File: config.mk
export PLATFORM = sky130hd
export DESIGN_NAME = vga_sync_receiver
export DESIGN_NICKNAME = d
export VERILOG_FILES = /design/src/rtl/vga_sync_receiver.sv
export SDC_FILE = /design/constraint.sdc
export NUM_CORES = 1
export LEC_CHECK = 0
export CORE_UTILIZATION = 34
export CTS_BUF_LIST = sky130_fd_sc_hd__clkbuf_8
export CTS_CLUSTER_DIAMETER = 200
export DETAILED_ROUTE_END_ITERATION = 7
export HOLD_SLACK_MARGIN = 0.15
export PLACE_DENSITY = 0.61
export SKIP_CTS_REPAIR_TIMING = 1
export SLEW_MARGIN = 0
export SYNTH_ARGS = -nofsm -noshare
export SYNTH_HDL_FRONTEND = slang
export SYNTH_SLANG_ARGS = --single-unit
File: constraint.sdc
create_clock -name clk -period 8.08 [get_ports clk]
set_clock_uncertainty 0.15 [all_clocks]
set_input_delay 1.616 -clock clk [delete_from_list [all_inputs] [get_ports clk]]
set_output_delay 1.616 -clock clk [all_outputs]
set_load 0.02 [all_outputs]
File: src/rtl/vga_sync_receiver.sv
// vga_sync_receiver
//
// Receive-side VGA timing recovery and pixel capture. Samples hsync, vsync
// and RGB on pixel strobes, rebuilds the column/line position, checks every
// line and frame period against the configured mode, and declares lock after
// LOCK_FRAMES consecutive good frames. While locked, each active-area strobe
// produces one registered pixel with its coordinates.
//
// Ports:
//   clk          system clock
//   reset        synchronous, active-high reset
//   pix_en       pixel strobe; nothing advances on cycles where it is low
//   hsync        horizontal sync, active low
//   vsync        vertical sync, active low
//   RGB          8-bit pixel colour
//   pixel_valid  one-cycle pulse, captured pixel valid
//   pixel_data   captured colour (held until the next valid pixel)
//   col          column of pixel_data, 0..H_ACTIVE-1
//   row          row of pixel_data, 0..V_ACTIVE-1
//   frame_start  one-cycle pulse one cycle after a sampled vsync rise
//   locked       timing lock status
//   timing_err   one-cycle pulse on a line/frame period mismatch while locked

module vga_sync_receiver #(
  parameter int H_ACTIVE    = 640,
  parameter int H_BACK      = 48,
  parameter int H_TOTAL     = 800,
  parameter int V_ACTIVE    = 480,
  parameter int V_BACK      = 33,
  parameter int V_TOTAL     = 525,
  parameter int LOCK_FRAMES = 2
) (
  input  logic       clk,
  input  logic       reset,
  input  logic       pix_en,
  input  logic       hsync,
  input  logic       vsync,
  input  logic [7:0] RGB,
  output logic       pixel_valid,
  output logic [7:0] pixel_data,
  output logic [9:0] col,
  output logic [9:0] row,
  output logic       frame_start,
  output logic       locked,
  output logic       timing_err
);

  typedef enum logic [1:0] {SEARCH, ALIGN, LOCKED} state_t;

  localparam logic [9:0] H_LAST    = 10'(H_TOTAL - 1);
  localparam logic [9:0] H_START   = 10'(H_BACK);
  localparam logic [9:0] H_END     = 10'(H_BACK + H_ACTIVE);
  localparam logic [9:0] V_LINES   = 10'(V_TOTAL);
  // lines counts from 1 on the first line of a frame, so the active window
  // is offset by one from V_BACK.
  localparam logic [9:0] V_START   = 10'(V_BACK + 1);
  localparam logic [9:0] V_END     = 10'(V_BACK + V_ACTIVE + 1);
  localparam logic [9:0] CNT_MAX   = 10'h3FF;
  localparam logic [2:0] LOCK_N    = 3'(LOCK_FRAMES);

  state_t     state;
  logic       hs_d;
  logic       vs_d;
  logic [9:0] h_cnt;
  logic [9:0] lines;
  logic       lines_ok;
  logic [2:0] good_cnt;

  logic       hs_rise;
  logic       vs_rise;
  logic       line_bad;
  logic       frame_good;
  logic [9:0] h_next;
  logic [9:0] lines_next;
  logic       active;

  // Edge detection, next counter values and the period checks. The position
  // of the pixel sampled on a strobe is the post-update counter value, so the
  // strobe carrying the hsync rise is column position 0. The frame check
  // looks at the pre-update line count, and a line closing on the same strobe
  // as the vsync rise still belongs to the frame being judged.
  always_comb begin
    hs_rise    = pix_en & ~hs_d & hsync;
    vs_rise    = pix_en & ~vs_d & vsync;
    line_bad   = hs_rise & (h_cnt != H_LAST);
    frame_good = (lines == V_LINES) & lines_ok & ~line_bad;

    h_next = h_cnt;
    if (hs_rise)
      h_next = '0;
    else if (h_cnt != CNT_MAX)
      h_next = h_cnt + 10'd1;

    lines_next = lines;
    if (vs_rise)
      lines_next = hs_rise ? 10'd1 : 10'd0;
    else if (hs_rise && lines != CNT_MAX)
      lines_next = lines + 10'd1;

    active = (h_next >= H_START) && (h_next < H_END) &&
             (lines_next >= V_START) && (lines_next < V_END);
  end

  // Counters, lock FSM and all registered outputs. Pulses clear every cycle
  // and are only re-asserted on strobes. Pixel capture is gated by the state
  // held before this strobe, so a pixel sampled on the strobe that reveals a
  // bad line is still delivered.
  always_ff @(posedge clk) begin
    if (reset) begin
      state       <= SEARCH;
      hs_d        <= 1'b1;
      vs_d        <= 1'b1;
      h_cnt       <= '0;
      lines       <= '0;
      lines_ok    <= 1'b1;
      good_cnt    <= '0;
      pixel_valid <= 1'b0;
      pixel_data  <= '0;
      col         <= '0;
      row         <= '0;
      frame_start <= 1'b0;
      locked      <= 1'b0;
      timing_err  <= 1'b0;
    end else begin
      pixel_valid <= 1'b0;
      frame_start <= 1'b0;
      timing_err  <= 1'b0;
      if (pix_en) begin
        hs_d        <= hsync;
        vs_d        <= vsync;
        h_cnt       <= h_next;
        lines       <= lines_next;
        frame_start <= vs_rise;

        if (vs_rise)
          lines_ok <= 1'b1;
        else if (line_bad)
          lines_ok <= 1'b0;

        if (state == LOCKED && active) begin
          pixel_valid <= 1'b1;
          pixel_data  <= RGB;
          col         <= h_next - H_START;
          row         <= lines_next - V_START;
        end

        case (state)
          SEARCH: begin
            if (vs_rise) begin
              good_cnt <= '0;
              state    <= ALIGN;
            end
          end
          ALIGN: begin
            if (vs_rise) begin
              if (frame_good) begin
                good_cnt <= good_cnt + 3'd1;
                if (good_cnt + 3'd1 == LOCK_N) begin
                  state  <= LOCKED;
                  locked <= 1'b1;
                end
              end else begin
                good_cnt <= '0;
              end
            end
          end
          LOCKED: begin
            if (line_bad || (vs_rise && !frame_good)) begin
              timing_err <= 1'b1;
              locked     <= 1'b0;
              state      <= SEARCH;
            end
          end
          default: begin
            state  <= SEARCH;
            locked <= 1'b0;
          end
        endcase
      end
    end
  end

endmodule
# ---- After elaboration in Yosys (flattened, before gate mapping)
# Cells that the tools add are included.
dict set report word_totals {
  register_bits 60
  in_bits 13
  output_inout_bits 32
  word_cells 90
}
dict set report classes {
  addsub 5
  order_cmp 4
  eq_ne 12
  mux 24
  n_bitwise 13
  reduce_logical 18
}
# op count
set op_table {}
lappend op_table {{$mux W10} 4}
lappend op_table {{$ne A10 B10 Y1 const B} 3}
lappend op_table {{$add A10 B1 Y10 const B} 2}
lappend op_table {{$ge A10 B6 Y1 const B} 2}
lappend op_table {{$lt A10 B10 Y1 const B} 2}
lappend op_table {{$sub A10 B6 Y10 const B} 2}
lappend op_table {{$reduce_and A6 Y1} 2}
lappend op_table {{$eq A10 B10 Y1 const B} 1}
lappend op_table {{$mux W2} 5}
lappend op_table {{$mux W1} 9}
lappend op_table {{$mux W3} 3}
lappend op_table {{$ne A2 B2 Y1 const B} 4}
lappend op_table {{$and A1 B1 Y1} 7}
lappend op_table {{$logic_and A1 B1 Y1} 6}
lappend op_table {{$not A1 Y1} 6}
lappend op_table {{$pmux W2 S3} 1}
lappend op_table {{$pmux W3 S2} 1}
lappend op_table {{$reduce_and A2 Y1} 2}
lappend op_table {{$reduce_and A4 Y1} 1}
lappend op_table {{$reduce_bool A2 Y1} 2}
lappend op_table {{$add A3 B1 Y3 const B} 1}
lappend op_table {{$eq A3 B2 Y1 const B} 1}
lappend op_table {{$pmux W1 S3} 1}
lappend op_table {{$reduce_or A3 Y1} 1}
lappend op_table {{other kinds (7)} 7}

# ---- Logic depth before layout (Yosys ltp)
dict set report depth {
  word_depth 11
  mapped_depth 14
  ltp_nobuf 12
}

# ---- Worst setup path before layout
# Ideal clock, no wire load.
dict set report synth_path {
  kind {input port to flip-flop}
  start {input port pix_en}
  end {register col[1]}
  setup_time_ns 0.128
  arrival_ns 4.100
  t_required_ns 7.802
  setup_slack_ns 3.703
  path_stages 10
  path_buffers 2
  cell_sequence {buf_2 nand3b_2 nor4b_1 mux2i_1 nand4_1 or4b_4 a31oi_4 buf_6 mux2i_1 nor2_1}
}
dict set report synth_between {
  elab_chain_len 10
  elab_cells_between_ends 19
  cone_classes {1 x add/sub; 4 x order compare; 4 x mux; 4 x bitwise; 6 x reduce/logical}
}
# element line_no
set synth_lines {}
lappend synth_lines {{from (decl)} 35} ;# input logic pix_en,
lappend synth_lines {{$and A1 B1 Y1 (2 in series)} 83} ;# hs_rise = pix_en & ~hs_d & hsync;
lappend synth_lines {{$logic_and A1 B1 Y1} 97} ;# else if (hs_rise && lines != CNT_MAX)
lappend synth_lines {{$mux W10} 97}
lappend synth_lines {{$mux W10} 95} ;# if (vs_rise)
lappend synth_lines {{$ge A10 B6 Y1} 101} ;# (lines_next >= V_START) && (lines_next < V_END);
lappend synth_lines {{$logic_and A1 B1 Y1} 100} ;# active = (h_next >= H_START) && (h_next < H_END) &&
lappend synth_lines {{$logic_and A1 B1 Y1} 101}
lappend synth_lines {{$logic_and A1 B1 Y1} 140} ;# if (state == LOCKED && active) begin
lappend synth_lines {{$reduce_and A2 Y1 (no line)} -}
lappend synth_lines {{to (signal assigned)} 143} ;# col <= h_next - H_START;
lappend synth_lines {{to (decl)} 41} ;# output logic [9:0] col,
# Several ways; a longest one is shown, not always the timed one.
# A chain may end at the register's enable or synchronous reset.

# ---- Worst setup path after layout
dict set report layout_path {
  start {input port pix_en}
  end {register col[6]}
}
# The elaborated chain is that of the path after synthesis.

==> flow_metrics.py <==
metrics = {
    "status": {
        "outcome": "complete, no violations",
    },
    "sta": {
        "finalSetupViolations": 0,
        "rsz0062_at_grt": "no",
        "period_share_pct": 72.1,
        "max_slew_margin_pct": 28.0,
        "tightest_slew_ns": 1.08,
        "fmax_mhz": 172,
        "final_max_slew_viol_count": 0,
        "final.setup.tns_ns": 0,
        "period_needed_ns": 5.83,
        "hold_viol": 0,
        "hold-worst-slack_ns": 0.308,
    },
    "floorplan": {
        "pin_count": 45,
        "die_y_um": 99.4,
        "start_util_pct": 35.1,
        "core-area_sq_um": 9200,
        "dieArea_sq_um": 9880,
        "num_rows": 35,
        "fp.dieW_um": 99.4,
    },
    "cells_and_area": {
        "drive_gt1_share_pct": 10.4,
        "area_delta_synth_final_pct": 21.3,
        "mostFrequentLayoutCell": "nor2_1",
        "fillCellCount": 915,
        "multi_input_area_sq_um": 1880,
        "post-route-cell-area_sq_um": 3910,
        "final_cell_mix": "nor2_1, dfxtp_1, clkdlybuf4s50_1",
        "seqCellArea_sq_um": 1200,
        "fin_nets": 421,
        "antenna_cells": 0,
    },
    "clocking": {
        "clk_path_buf_depth": 2,
        "clk_latency_ns": 0.34,
        "clk_pin_slew_ns": 0.08,
        "htreeDepth": 3,
        "cts-buffers-inserted": 9,
        "clkSinkCount": 60,
        "cts_tree": "built",
        "root_buffer": "clkbuf_8",
    },
    "yosys": {
        "synth_top_family_by_area": "simple AND/OR/NAND/NOR gates",
        "synthMuxAreaShare_pct": 8.77,
        "synthDistinctLibCells": 64,
        "ys_ff_latch": 60,
        "ys_seq_area_share_pct": 37.2,
        "synth-edff-count": 0,
        "synth_fa_ha_area_share_pct": 3.10,
        "ys.flop_type": "dfxtp_1",
        "syn_avg_cell_area_sq_um": 8.89,
        "synth-simple-area-share_pct": 23.8,
        "synthCells": 363,
        "syn-cell-area_sq_um": 3230,
        "synth_xor_area_share_pct": 3.80,
        "synth_compound_area_share_pct": 18.9,
        "synth_nets": 384,
        "async_reset_ff_share_pct": 0,
        "yosysWarnings": 0,
    },
    "routing": {
        "wl_per_cell_um": 14.6,
        "drtIter0Drc": 143,
        "wirelength_um": 7540,
        "postRouteAntennaNets": 0,
        "drc_errors": 0,
        "vias": 2733,
        "dr.pass1.iters": 4,
        "viasPerCell": 5.30,
    },
    "setup_path": {
        "r2r-start": "lines[0]$_SDFFE_PP0P_",
        "cp.arrival_ns": 5.86,
        "startpoint": "pix_en",
        "cp_max_fo": 26,
        "startpoint_type": "primary input",
        "crit_type": "primary input to register",
        "required_ns": 8.12,
        "cp-end-kind": "register",
    },
    "power_and_ir_drop": {
        "leakage_uw": 0.00140,
        "ir_drop_v": 0.0000757,
        "powerDensity_nw_per_um2": 154,
    },
    "grt": {
        "grt_pass1_vias": 2609,
        "grt_pass1_wl_um": 12600,
        "grt_max_degree": 55,
        "grt_remaining_overflow": 0,
        "antenna_found_initial": 0,
        "grt_usage_pct": 16.1,
    },
    "placed_design": {
        "post-dp-hpwl_um": 5290,
        "io_buffers": 44,
        "dpl_cell_area_sq_um": 3710,
        "gp_congestion": 0.836,
    },
    "hold_path": {
        "hold_path.class": "register to register",
        "holdCritStartpoint": "row[0]$_SDFFE_PP0P_",
    },
    "job": {
        "cap_violations": 0,
    },
}
==> sequential cells by signal, summed over array words and instances, names as in the netlist <==
| register | flops |
|---|---|
| lines | 10 |
| good_cnt | 3 |
| hs_d | 1 |
| timing_err | 1 |
| locked | 1 |
| lines_ok | 1 |
| pixel_data | 8 |
| state | 2 |
| h_cnt | 10 |
| frame_start | 1 |
| pixel_valid | 1 |
| row | 10 |
| col | 10 |
| vs_d | 1 |
==> worst max-delay path, cell delays in order <==
cell and delay, ns:
clkdlybuf4s50_1 0.46, buf_4 0.27, and3b_1 0.66, o2111a_1 0.35
xor2_1 0.09, a2111o_1 0.46, or4b_4 0.56, a31oi_4 0.68
buf_4 0.42, mux2i_1 0.23, nor2_1 0.06
==> through the flow <==
step	std cells	total power (uW)	worst slack [ns]	util, %
detailed placement	500	334	1.89	40.4
floorplan	363	323	3.70	-
global route	516	628	2.08	42.5
finish	516	603	2.25	42.5
global placement	500	333	2.02	40.4
CTS	516	609	2.26	42.5
==> area by class of cell <==
type | count | share of cell area [%]
sequential | 60 | 30.7
tap | 111 | 3.55
multi-input combinational | 273 | 48.1
clock inverter | 6 | 1.60
clock buffer | 10 | 3.52
timing repair buffer | 47 | 11.7
inverter | 9 | 0.863
==> routing by layer <==
metal  share of wire [%]  wire [um]  GRT usage [%]
met1                  51       3810           22.5
met2                  43       3260           24.0
met3                 4.7        356           3.16
met4                 1.4        104           6.79
met5                   0          0              0
==> cells in the mapped netlist (all sizes together), types with 3 or more instances <==
master | number | area share (%)
nor2 | 61 | 7.1
dfxtp | 60 | 37
mux2i | 26 | 8.1
nand2 | 22 | 2.6
a211oi | 12 | 4.0
clkbuf | 12 | 1.4
nand3 | 12 | 1.9
a21oi | 11 | 1.9
xnor2 | 10 | 2.7
and2 | 9 | 1.7
buf | 9 | 2.0
inv | 9 | 1.0
nor3 | 9 | 1.4
ha | 8 | 3.1
o21ai | 8 | 1.2
nand4 | 7 | 1.8
a31oi | 5 | 1.4
and3 | 4 | 0.78
and4 | 4 | 1.1
nand2b | 4 | 0.78
xor2 | 4 | 1.1
a21o | 3 | 0.70
a41oi | 3 | 0.81
nand3b | 3 | 0.81
nor3b | 3 | 0.70
nor4 | 3 | 0.58
o211ai | 3 | 0.70
o311a | 3 | 0.93
o31ai | 3 | 1.1
==> cells by family after synthesis <==
family	count (synthesis)
AND/OR/NAND/NOR	151
multiplexers	28
buffers and inverters	30
AO/OA/AOI/OAI	72
XOR/XNOR	14
flip-flops	60
adder cells (fa/ha/maj)	8
==> power by group <==
group / leakage, uW / total [uW] / internal [uW] / switching (uW)
sequential: 0.000484 / 300 / 298 / 2.30
combinational: 0.000807 / 26.9 / 11.3 / 15.5
clock: 0.000106 / 276 / 151 / 125
==> path summary, 6_finish.rpt <==
check / endpoint / slack [ns] / depth (start not counted)
hold reg to reg: row[0]$_SDFFE_PP0P_ / 0.31 / 2
setup reg to reg: col[6]$_SDFFE_PP0P_ / 3.84 / 10
hold / removal: row[0]$_SDFFE_PP0P_ / 0.31 / 2
setup / recovery: col[6]$_SDFFE_PP0P_ / 2.25 / 11
No activity file was read; power rests on OpenSTA's default activity.
